## src/rtl/output_reorder_buff.sv

```systemverilog
// Reorder buffer for a pipeline whose stages can be skipped. Entries are
// allocated in issue order, completed in any order by tag, and retired
// downstream strictly in issue order over a valid/ready handshake.
// Ring pointers wrap explicitly, so NUM_ENTRY need not be a power of two.
module output_reorder_buff #(
    parameter int  NUM_ENTRY  = 4,
    parameter int  WIDTH_DATA = 32,
    localparam int WIDTH_TAG  = $clog2(NUM_ENTRY),
    localparam int WIDTH_CNT  = $clog2(NUM_ENTRY + 1)
) (
    input  logic                  clock,
    input  logic                  reset,
    input  logic                  I_Clr,
    input  logic                  I_Issue,
    output logic                  O_Issue_Rdy,
    output logic [WIDTH_TAG-1:0]  O_Tag,
    input  logic                  I_Cmp_Valid,
    input  logic [WIDTH_TAG-1:0]  I_Cmp_Tag,
    input  logic [WIDTH_DATA-1:0] I_Cmp_Data,
    output logic                  O_Valid,
    output logic [WIDTH_DATA-1:0] O_Data,
    input  logic                  I_Rdy,
    output logic                  O_Full,
    output logic                  O_Empty,
    output logic [WIDTH_CNT-1:0]  O_Count,
    output logic                  O_Err
);

    // One extra bit so tag/pointer distances and the count share a width.
    localparam int WIDTH_OFF = WIDTH_TAG + 1;

    logic [WIDTH_TAG-1:0]  wp_r;
    logic [WIDTH_TAG-1:0]  rp_r;
    logic [WIDTH_CNT-1:0]  cnt_r;
    logic [NUM_ENTRY-1:0]  done_r;
    logic                  err_r;
    logic [WIDTH_DATA-1:0] mem_r [NUM_ENTRY];

    logic                  full_s;
    logic                  empty_s;
    logic                  alloc_s;
    logic                  valid_s;
    logic                  retire_s;
    logic [WIDTH_OFF-1:0]  tag_ext_s;
    logic [WIDTH_OFF-1:0]  rp_ext_s;
    logic [WIDTH_OFF-1:0]  off_s;
    logic                  in_range_s;
    logic                  tag_done_s;
    logic                  cmp_legal_s;
    logic                  cmp_bad_s;
    logic [NUM_ENTRY-1:0]  done_nxt_s;

    // Wrap-around increment for ring pointers of arbitrary depth.
    function automatic logic [WIDTH_TAG-1:0] ptr_next(input logic [WIDTH_TAG-1:0] p);
        if (p == WIDTH_TAG'(NUM_ENTRY - 1)) begin
            return '0;
        end else begin
            return p + WIDTH_TAG'(1);
        end
    endfunction

    assign full_s   = (cnt_r == WIDTH_CNT'(NUM_ENTRY));
    assign empty_s  = (cnt_r == WIDTH_CNT'(0));
    assign alloc_s  = I_Issue & ~full_s;
    assign valid_s  = ~empty_s & done_r[rp_r];
    assign retire_s = valid_s & I_Rdy;

    // Distance of the completion tag from the head; allocated iff below count.
    assign tag_ext_s  = {1'b0, I_Cmp_Tag};
    assign rp_ext_s   = {1'b0, rp_r};
    assign in_range_s = (tag_ext_s < WIDTH_OFF'(NUM_ENTRY));
    assign off_s      = (tag_ext_s >= rp_ext_s) ? (tag_ext_s - rp_ext_s)
                                                : (tag_ext_s + WIDTH_OFF'(NUM_ENTRY) - rp_ext_s);

    // Done flag of the completion target; out-of-range tags count as done.
    always_comb begin
        tag_done_s = 1'b1;
        if (in_range_s) begin
            tag_done_s = done_r[I_Cmp_Tag];
        end else begin
            tag_done_s = 1'b1;
        end
    end

    assign cmp_legal_s = I_Cmp_Valid & in_range_s & (off_s < WIDTH_OFF'(cnt_r)) & ~tag_done_s;
    assign cmp_bad_s   = I_Cmp_Valid & ~cmp_legal_s;

    // Next done vector: set by completion, cleared on allocate and retire.
    // These three never target the same entry in one cycle.
    always_comb begin
        done_nxt_s = done_r;
        for (int i = 0; i < NUM_ENTRY; i++) begin
            done_nxt_s[i] = (cmp_legal_s && (I_Cmp_Tag == WIDTH_TAG'(i))) ? 1'b1 :
                            ((alloc_s && (wp_r == WIDTH_TAG'(i))) ||
                             (retire_s && (rp_r == WIDTH_TAG'(i)))) ? 1'b0 : done_r[i];
        end
    end

    // Control state: pointers, occupancy, done flags and sticky error.
    always_ff @(posedge clock) begin
        if (reset || I_Clr) begin
            wp_r   <= '0;
            rp_r   <= '0;
            cnt_r  <= '0;
            done_r <= '0;
            err_r  <= 1'b0;
        end else begin
            done_r <= done_nxt_s;
            err_r  <= err_r | cmp_bad_s;
            if (alloc_s) begin
                wp_r <= ptr_next(wp_r);
            end
            if (retire_s) begin
                rp_r <= ptr_next(rp_r);
            end
            case ({alloc_s, retire_s})
                2'b10:   cnt_r <= cnt_r + WIDTH_CNT'(1);
                2'b01:   cnt_r <= cnt_r - WIDTH_CNT'(1);
                default: cnt_r <= cnt_r;
            endcase
        end
    end

    // Payload storage: written only by legal completions, never reset.
    always_ff @(posedge clock) begin
        if (cmp_legal_s && !reset && !I_Clr) begin
            mem_r[I_Cmp_Tag] <= I_Cmp_Data;
        end
    end

    assign O_Issue_Rdy = ~full_s;
    assign O_Tag       = wp_r;
    assign O_Valid     = valid_s;
    assign O_Data      = mem_r[rp_r];
    assign O_Full      = full_s;
    assign O_Empty     = empty_s;
    assign O_Count     = cnt_r;
    assign O_Err       = err_r;

endmodule
```

## config.mk

```make
export PLATFORM = sky130hd
export DESIGN_NAME = output_reorder_buff
export DESIGN_NICKNAME = d
export VERILOG_FILES = /design/src/rtl/output_reorder_buff.sv
export SDC_FILE = /design/constraint.sdc
export NUM_CORES = 1
export LEC_CHECK = 0
export CAP_MARGIN = 20
export CORE_AREA = 4 4 162 86
export CTS_CLUSTER_DIAMETER = 40
export DETAILED_ROUTE_END_ITERATION = 6
export DIE_AREA = 0 0 166 90
export GPL_TIMING_DRIVEN = 0
export PLACE_DENSITY = 0.69
export SKIP_CTS_REPAIR_TIMING = 1
export SLEW_MARGIN = 10
export SYNTH_ARGS = -nofsm -noshare
export SYNTH_HDL_FRONTEND = slang
export SYNTH_SLANG_ARGS = --single-unit
```

## constraint.sdc

```tcl
create_clock -name clock -period 10.9 [get_ports clock]
set_input_delay 2.18 -clock clock [delete_from_list [all_inputs] [get_ports clock]]
set_output_delay 2.18 -clock clock [all_outputs]
set_load 0.05 [all_outputs]
```

==> flow_metrics.py <==
metrics = {
    "die": {
        "dieArea_um2": 14900,
        "rows": 29,
        "dieHeight_um": 90,
        "ios": 82,
        "start_util_pct": 44.3,
        "die_w_um": 166,
        "coreArea_um2": 12400,
    },
    "timing": {
        "rsz0062_at_grt": "false",
        "tightest_slew_ns": 0.989,
        "setup_ws_ns": 5.07,
        "post-route-period-util_pct": 53.5,
        "setup_tns_ns": 0,
        "fin_skew_ns": 0.00738,
        "max_freq_mhz": 172,
        "min_period_ns": 5.83,
        "setup_viol": 0,
        "hold_viol_final": 0,
        "finalMaxSlewViolations": 0,
        "max_slew_margin_pct": 34.0,
    },
    "synthesis": {
        "yosys-top-cells-area": "edfxtp_1 70%, mux4_2 13%, dfxtp_1 5.1%",
        "synth_largest_area_cell": "edfxtp_1",
        "synth_top_area_share_pct": 69.6,
        "avgSynthCellArea_um2": 20.4,
        "syn_area_um2": 5520,
        "ys_ff_latch": 142,
        "synth_ff_type": "edfxtp_1",
        "yosysSeqAreaShare_pct": 74.7,
        "syn-num-nets": 325,
        "synth.most_common_cell": "edfxtp_1",
        "synth_cell_types": 32,
        "yosysWarnings": 0,
        "synth-async-reset-ratio_pct": 0,
        "synthCells": 270,
        "synth_edf_count": 128,
        "synth_common_cells": "128 x edfxtp_1, 33 x mux4_2, 14 x dfxtp_1",
    },
    "route": {
        "routed_via_density": 5.04,
        "drt.antenna.violating_nets": 0,
        "route.detailed.drc": 0,
        "drt-pass1-iter-count": 4,
        "wl_met1_um": 4430,
        "wl_met2_um": 5520,
        "avgRoutedWirePerCell_um": 18.3,
        "dr.max_layer_used": "met4",
        "drtIter0Drc": 154,
        "route.vias.total": 2853,
        "wl_met3_um": 311,
        "drt_wl_total_um": 10300,
    },
    "global_route": {
        "grt_pass1_vias": 3129,
        "grt_antenna_before_repair": 0,
        "grt_pass1_wl_um": 16500,
        "grt_overflow": 0,
        "grt_max_degree": 19,
        "grt_usage_pct": 14.2,
    },
    "placed_design": {
        "place_congestion": 0.767,
        "hpwl_um": 7450,
        "placed_cell_area_um2": 6710,
        "io_buffer_count": 81,
        "place_ws_ns": 4.60,
    },
    "pwr": {
        "p_total_w": 0.00119,
        "cellPowerDensity_nw_per_um2": 163,
        "ir_drop_v": 0.0000965,
        "leakagePower_nw": 2.38,
    },
    "clock_tree": {
        "numCtsBuffers": 17,
        "tritoncts": "built",
        "path_clk_slew_ns": 0.06,
        "insertion_delay_ns": 0.40,
        "cts-root-buf": "clkbuf_16",
        "cts.sinks": 142,
        "h-tree-depth": 4,
        "clk_path_buf_depth": 2,
    },
    "cells_and_area": {
        "syn2layout_area_growth_pct": 32.0,
        "fin_nets": 438,
        "fill_cells": 907,
        "drive_gt1_share_pct": 22.7,
        "diodes": 0,
        "design_area_um2": 7290,
        "fin_util_pct": 58.5,
    },
    "worst_setup_path": {
        "worstPathCellList": "clkdlybuf4s50_1, inv_1, ha_1, inv_1, fa_1, ha_1, a21boi_0, o21ai_0, o2111ai_1, nor3_2, buf_6, buf_6",
        "endpoint_kind": "register",
        "worstSetupStartpointType": "primary input",
        "worstPathRequired_ns": 11.01,
        "path_buf_inv": 5,
        "slowest_delay_ns": 0.86,
        "arrival_ns": 5.94,
        "crit_fanout": 9,
        "path_delay_family": "buffers and inverters",
        "setup.worst_path.class": "primary input to register",
        "crit_slowest_cell": "nor3_2",
    },
    "job": {
        "maxCapViolCount": 0,
    },
    "run_status": {
        "status": "complete, no violations",
    },
    "hold_path": {
        "hp-class": "register to register",
    },
}
[per-stage QoR]
stage,std cells,hold WS (ns)
after floorplan,270,0.534
after global placement,521,0.496
after detailed placement,534,0.530
after CTS,566,0.544
after global routing,566,0.576
final,566,0.532
[state kept, by name, summed over array words and instances (netlist names), named ones only]
| signal | flops |
|---|---|
| O_Count | 3 |
| O_Err | 1 |
| O_Tag | 2 |
| done_r | 4 |
| mem_r | 128 |
| rp_r | 2 |
[power by group]
part	internal [W]	switching [W]	total [W]
logic	0.0000191	0.0000199	0.0000390
clock network	0.000321	0.000230	0.000551
registers	0.000596	0.00000159	0.000597
total	0.000936	0.000251	0.00119
[cells in the final DEF (no fill, tap or decap), drive strengths merged, types with 3 or more instances in the layout]
cell and n:
nor2 7, edfxtp 128, clkbuf 21, ha 13
mux4 33, clkdlybuf4s50 81, or3 3, a221o 4
clkinv 4, a21oi 4, nor3 4, buf 20
inv 21, o21ai 3, o31ai 4, dfxtp 14
nand2 10
[metal layers]
layer | vias up | global-route usage [%]
li1 | 1333 | -
met1 | 1455 | 17.9
met2 | 58 | 24.2
met3 | 7 | 3.24
met4 | 0 | 5.15
met5 | - | 0
[area by class of cell]
class	count	area (um^2)	area share, %
Clock buffer	17	425	5.84
Clock inverter	15	150	2.06
Inverter	13	48.8	0.670
Tap cell	170	213	2.92
Multi-Input combinational cell	104	1320	18.0
Timing Repair Buffer	94	955	13.1
Buffer	11	55.1	0.756
Sequential cell	142	4120	56.6
[worst paths after layout]
| path | slack (ns) | depth (start not counted) | end | from |
|---|---|---|---|---|
| max | 5.07 | 12 | mem_r[3][19]$_DFFE_PP_ | I_Cmp_Tag[0] |
| min | 0.53 | 2 | O_Tag[1]$_SDFFE_PP0P_ | O_Tag[1]$_SDFFE_PP0P_ |
| max reg2reg | 7.03 | 10 | mem_r[3][19]$_DFFE_PP_ | rp_r[0]$_SDFFE_PP0P_ |
| min reg2reg | 0.53 | 2 | O_Tag[1]$_SDFFE_PP0P_ | O_Tag[1]$_SDFFE_PP0P_ |
[tightest hold or removal path, stage by stage, from the launching register on]
cell	delay (ns)
dfxtp_1	0.35
nand2_1	0.07
a21oi_1	0.06
[logic make-up after synthesis]
group / Yosys count / synth area share [%]
AO/OA/AOI/OAI: 21 / 2.88
buffers and inverters: 24 / 1.88
multiplexers: 35 / 13.8
adder cells (fa/ha/maj): 15 / 3.67
XOR/XNOR: 2 / 0.317
flip-flops: 142 / 74.7
AND/OR/NAND/NOR: 31 / 2.70
No activity file was read; power rests on OpenSTA's default activity.
